**config.mk**
```make
export PLATFORM = sky130hd
export DESIGN_NAME = fft_input_loader
export DESIGN_NICKNAME = d
export VERILOG_FILES = /design/src/rtl/fft_pkg.sv /design/src/rtl/fft_input_loader.sv
export SDC_FILE = /design/constraint.sdc
export NUM_CORES = 1
export LEC_CHECK = 0
export CORE_AREA = 2 2 78 80
export DETAILED_ROUTE_END_ITERATION = 10
export DIE_AREA = 0 0 80 82
export PLACE_DENSITY = 0.88
export SLEW_MARGIN = 20
export SYNTH_ARGS = -nofsm -noshare
export SYNTH_HDL_FRONTEND = slang
export SYNTH_SLANG_ARGS = --single-unit
```
**constraint.sdc**
```tcl
create_clock -name iCLK -period 1.8 [get_ports iCLK]
set_input_delay 0.45 -clock iCLK [delete_from_list [all_inputs] [get_ports iCLK]]
set_output_delay 0.45 -clock iCLK [all_outputs]
set_load 0.005 [all_outputs]
```
**src/rtl/fft_pkg.sv**
```systemverilog
// Shared FFT front-end constants: frame size, input bank geometry and the loader state encoding.
package fft_pkg;

  localparam int FFT_N       = 2048;
  localparam int BANK_NUM    = 4;
  localparam int BANK_DEPTH  = 512;
  localparam int BANK_ADDR_W = 9;
  localparam int CNT_W       = $clog2(FFT_N);
  localparam int BANK_SEL_W  = $clog2(BANK_NUM);

  typedef enum logic [2:0] {
    ST_LOAD      = 3'd0,
    ST_FLUSH     = 3'd1,
    ST_START     = 3'd2,
    ST_WAIT_ACK  = 3'd3,
    ST_WAIT_DONE = 3'd4
  } loader_state_e;

  function automatic logic [BANK_NUM-1:0] bank_onehot(input logic [BANK_SEL_W-1:0] sel);
    bank_onehot      = '0;
    bank_onehot[sel] = 1'b1;
  endfunction

endpackage

```
**src/rtl/fft_input_loader.sv**
```systemverilog
// Loads a 2048-sample frame into four 512-word banks (sample n -> bank n[10:9], word n[8:0]) one cycle
// after each accept, then pulses start and keeps oS_READY low until the FFT controller is idle again.
module fft_input_loader
  import fft_pkg::*;
#(
  parameter int DATA_W = 16
) (
  input  logic                   iCLK,
  input  logic                   iRESET,
  input  logic                   iS_VALID,
  input  logic [DATA_W-1:0]      iS_RE,
  input  logic [DATA_W-1:0]      iS_IM,
  input  logic                   iS_LAST,
  output logic                   oS_READY,
  output logic [BANK_NUM-1:0]    oWE,
  output logic [BANK_ADDR_W-1:0] oADDR,
  output logic [DATA_W-1:0]      oDATA_RE,
  output logic [DATA_W-1:0]      oDATA_IM,
  input  logic                   iFFT_RDY,
  output logic                   oFFT_START,
  output logic                   oERR_LAST,
  output logic                   oBUSY
);

  loader_state_e          state_q, state_d;
  logic [CNT_W-1:0]       cnt_q, cnt_d;
  logic [BANK_NUM-1:0]    we_q, we_d;
  logic [BANK_ADDR_W-1:0] addr_q, addr_d;
  logic [DATA_W-1:0]      re_q, re_d;
  logic [DATA_W-1:0]      im_q, im_d;
  logic                   err_q, err_d;
  logic                   busy_q, busy_d;
  logic                   accept;
  logic                   at_end;

  assign oS_READY   = (state_q == ST_LOAD) && iFFT_RDY;
  assign accept     = iS_VALID && oS_READY;
  assign at_end     = (cnt_q == CNT_W'(FFT_N - 1));

  assign oWE        = we_q;
  assign oADDR      = addr_q;
  assign oDATA_RE   = re_q;
  assign oDATA_IM   = im_q;
  assign oERR_LAST  = err_q;
  assign oBUSY      = busy_q;
  assign oFFT_START = (state_q == ST_START);

  always_comb begin
    state_d = state_q;
    cnt_d   = cnt_q;
    we_d    = '0;
    addr_d  = addr_q;
    re_d    = re_q;
    im_d    = im_q;
    err_d   = 1'b0;
    busy_d  = busy_q;

    case (state_q)
      ST_LOAD: begin
        if (accept) begin
          we_d   = bank_onehot(cnt_q[CNT_W-1:BANK_ADDR_W]);
          addr_d = cnt_q[BANK_ADDR_W-1:0];
          re_d   = iS_RE;
          im_d   = iS_IM;
          busy_d = 1'b1;
          // A mismatch is flagged either way; only an early last abandons the frame.
          err_d  = (iS_LAST != at_end);
          if (at_end) begin
            cnt_d   = '0;
            state_d = ST_FLUSH;
          end else if (iS_LAST) begin
            cnt_d = '0;
          end else begin
            cnt_d = cnt_q + CNT_W'(1);
          end
        end
      end
      ST_FLUSH: begin
        state_d = ST_START;
      end
      ST_START: begin
        state_d = ST_WAIT_ACK;
      end
      ST_WAIT_ACK: begin
        if (!iFFT_RDY) begin
          state_d = ST_WAIT_DONE;
        end
      end
      ST_WAIT_DONE: begin
        if (iFFT_RDY) begin
          busy_d  = 1'b0;
          state_d = ST_LOAD;
        end
      end
      default: begin
        state_d = ST_LOAD;
      end
    endcase
  end

  always_ff @(posedge iCLK or negedge iRESET) begin
    if (!iRESET) begin
      state_q <= ST_LOAD;
      cnt_q   <= '0;
      we_q    <= '0;
      addr_q  <= '0;
      re_q    <= '0;
      im_q    <= '0;
      err_q   <= 1'b0;
      busy_q  <= 1'b0;
    end else begin
      state_q <= state_d;
      cnt_q   <= cnt_d;
      we_q    <= we_d;
      addr_q  <= addr_d;
      re_q    <= re_d;
      im_q    <= im_d;
      err_q   <= err_d;
      busy_q  <= busy_d;
    end
  end

endmodule

```
==> impl_results.md <==
- Status: complete, no violations
- Crit-path cells: buf_4 -> or3_4 -> nor4_4 -> a31oi_1 -> o22ai_1
- Post-Place Cells: 434
- Synth Area per Inst: 9.33 um^2
- Num rows: 28
- Global-route wire length before repair: between 9000 and 10000 um
- CP Launch Type: flip-flop
- Power Density: 1440 nW/um^2
- Max incr delay on CP: 0.44 ns
- Top delay family on crit path: simple AND/OR/NAND/NOR gates
- Clock Path Buffers: 2
- Avg Vias per Cell: 4.86
- WL/cell: between 10 and 15 um
- Via count: 2189
- Die area: 6560 um^2
- Clk sinks: between 60 and 70
- Final GP Congestion: 0.875
- CTS tree: yes
- Final setup fails: 0
- Critical path class: flip-flop to flip-flop
- Initial drt markers: ~120
- Clock Latency Late Sink: 0.34 ns
- Area growth syn-to-layout: 50.8%
- Share of cells above drive strength 1: 10.9%
- Tmin final: 1.70 ns
- Finished Layout Cells: 450
- Die Height: just over 80 um
- Register area share after synthesis: about three fifths
- Slew margin rel.: 77.0%
- Initial Utilization: between 40% and 50%
- Crit path capture type: flip-flop
- Area of the core: 5750 um^2
- CP max FO: 8
- Die W: 80 um
- Drt drc: 0
- LEAKAGE: about 1.8 nW
- Final instance area: 3800 um^2
- DRT antenna net count: 0
- Worst-margin pin slew: 0.342 ns
- Initial DRT Pass Iterations: 4
- Grt total ovfl: 0
- Port bufs: 85
- RSZ-0062 raised after global routing: no
- Fin. Hold Viols: 0
- Multi-input gate area: 942 um^2
- Final core area utilization: 66.1%
- Fmax: 587 MHz
- Hold crit path type: input port to async pin
- Worst EP required: roughly 2 ns
- GRT Util Overall: 19.5%
- Total routed wirelength: 6040 um
- Syn Inst Count: 270
- FF-to-FF path depth: 5
- CTS clock-pin slew for the worst setup and hold paths: roughly 0.06 ns
- Hold Slack: ~0.12 ns
- CTS Buf Count: 9
- Critical path arrival: ~2.0 ns
- Root Buffer: clkbuf_8
- Register bit count reported by yosys: 61
- Max IR drop VDD: 712 uV
- Htree depth: 3
- HPWL after DPL: 4140 um
- N_diodes: 0
- Initial antenna violation count: 0
- Vias in the first global route: ~2200
- Clk_skew: 0.00745 ns
- Setup Buffers After CTS: 0
- Fillers: 465
- Slowest-stage cell, CP: or3_4
- Yosys warning count: 0
- Synth cell types: 30
- # IOs: 86
- Buffers and inverters on the worst path: 1
- FF+latch area: about 1500 um^2
- Placed Area: 3550 um^2
- Stages on worst setup path: 5
- Net Count, Synth: 308
- Synthesized area: 2520 um^2
- Final max-slew violation count: 0
- Fin crit share: 94.7%
- Final #Nets: 408
- Largest net degree at the start of global routing: 62
- Max-cap violation count: 0
==> metal layers <==
metal  routed length [um]  track usage (%)  vias up
met5                    0                0        -
met4                  129             8.81        0
met3                  445             7.14       11
met2                 3040             33.5       79
met1                 2420             21.8     1037
li1                     -                -     1062
==> synthesized netlist by cell type (all sizes together) <==
master / n / share of area [%]
a21oi: 3 / 0.60
o21ai: 2 / 0.40
and3: 3 / 0.74
nor2: 16 / 2.8
inv: 2 / 0.30
and4: 2 / 0.70
nand4: 1 / 0.25
a31oi: 3 / 0.74
nor3b: 1 / 0.30
buf: 7 / 1.6
a41oi: 1 / 0.35
xnor2: 8 / 2.8
xor2: 1 / 0.35
ha: 1 / 0.50
a211oi: 1 / 0.30
o22ai: 1 / 0.25
nand4bb: 1 / 0.45
nor4: 4 / 2.2
nand4b: 1 / 0.35
dfrtp: 61 / 61
nor3: 6 / 1.2
clkbuf: 4 / 0.60
or3: 1 / 0.45
nand3: 5 / 0.99
nand2: 131 / 20
and2: 3 / 0.74
==> cells in the final DEF (no fill, tap or decap), types with 3 or more instances in the layout <==
| master | netlist | routed |
|---|---|---|
| nand2_1 | 131 | 131 |
| clkdlybuf4s50_1 | 0 | 82 |
| dfrtp_1 | 61 | 61 |
| nor2_1 | 14 | 14 |
| clkbuf_8 | 0 | 13 |
| buf_4 | 0 | 12 |
| xnor2_1 | 8 | 8 |
| nor3_1 | 6 | 5 |
| nand3_1 | 5 | 5 |
| and2_1 | 3 | 3 |
| and3_1 | 3 | 3 |
| a21oi_1 | 3 | 3 |
| a31oi_1 | 3 | 3 |
| buf_12 | 0 | 3 |
==> where the power goes <==
group          internal, mW  switching (mW)
Combinational          1.12           0.768
Clock                 0.928           0.506
Sequential             1.86           0.309
==> state kept, by name (all words and copies together) (netlist names) <==
name,count
oERR_LAST,1
oDATA_RE,16
oBUSY,1
oWE,4
oDATA_IM,16
cnt_q,11
state_q,3
oADDR,9
==> cell type report <==
type	instances	share of cell area, %
Inverter	2	0.198
Sequential cell	61	40.2
Multi-Input combinational cell	196	24.8
Tap cell	75	2.47
Clock inverter	3	1.71
Timing Repair Buffer	100	25.9
Clock buffer	13	4.71
==> what timing repair did <==
| action | 4_1_cts | 5_1_grt |
|---|---|---|
| hold buffers | 0 | 0 |
| resized for setup | 3 | 5 |
| endpoints found under the setup margin | 2 | 8 |
| cloned | 0 | 0 |
| pin swaps | 1 | 2 |
| hold endpoints to repair | 0 | 0 |
==> logic make-up (layout without fill, tap and decap cells) <==
| group | after synthesis | count (layout) | share of synthesized area [%] |
|---|---|---|---|
| flip-flops | 61 | 61 | 60.6 |
| XOR/XNOR | 9 | 9 | 3.13 |
| AND/OR/NAND/NOR | 175 | 175 | 30.6 |
| AO/OA/AOI/OAI | 11 | 11 | 2.63 |
| adder cells (fa/ha/maj) | 1 | 1 | 0.496 |
| buffers and inverters | 13 | 118 | 2.53 |
==> final timing paths <==
path	slack [ns]	to	startpoint
worst max-delay path	0.1	cnt_q[10]	state_q[2]
min in group iCLK	0.47	oDATA_IM[10]	oDATA_IM[10]
max in group asynchronous	1.44	state_q[0]	iRESET
worst min-delay path	0.12	oADDR[2]	iRESET
worst min register to register	0.47	oDATA_IM[10]	oDATA_IM[10]
worst max register to register	0.1	cnt_q[10]	state_q[2]
==> stage by stage <==
stage                     setup TNS, ns  worst slack [ns]  total power, mW
after floorplan                       0             0.241             2.86
after global placement            -3.47            -0.222             4.01
after detailed placement          -5.82            -0.224             4.10
after CTS                             0           0.00405             5.55
after global routing                  0            0.0277             5.88
final                                 0            0.0954             5.49
Power figures use the tool's default switching activity.
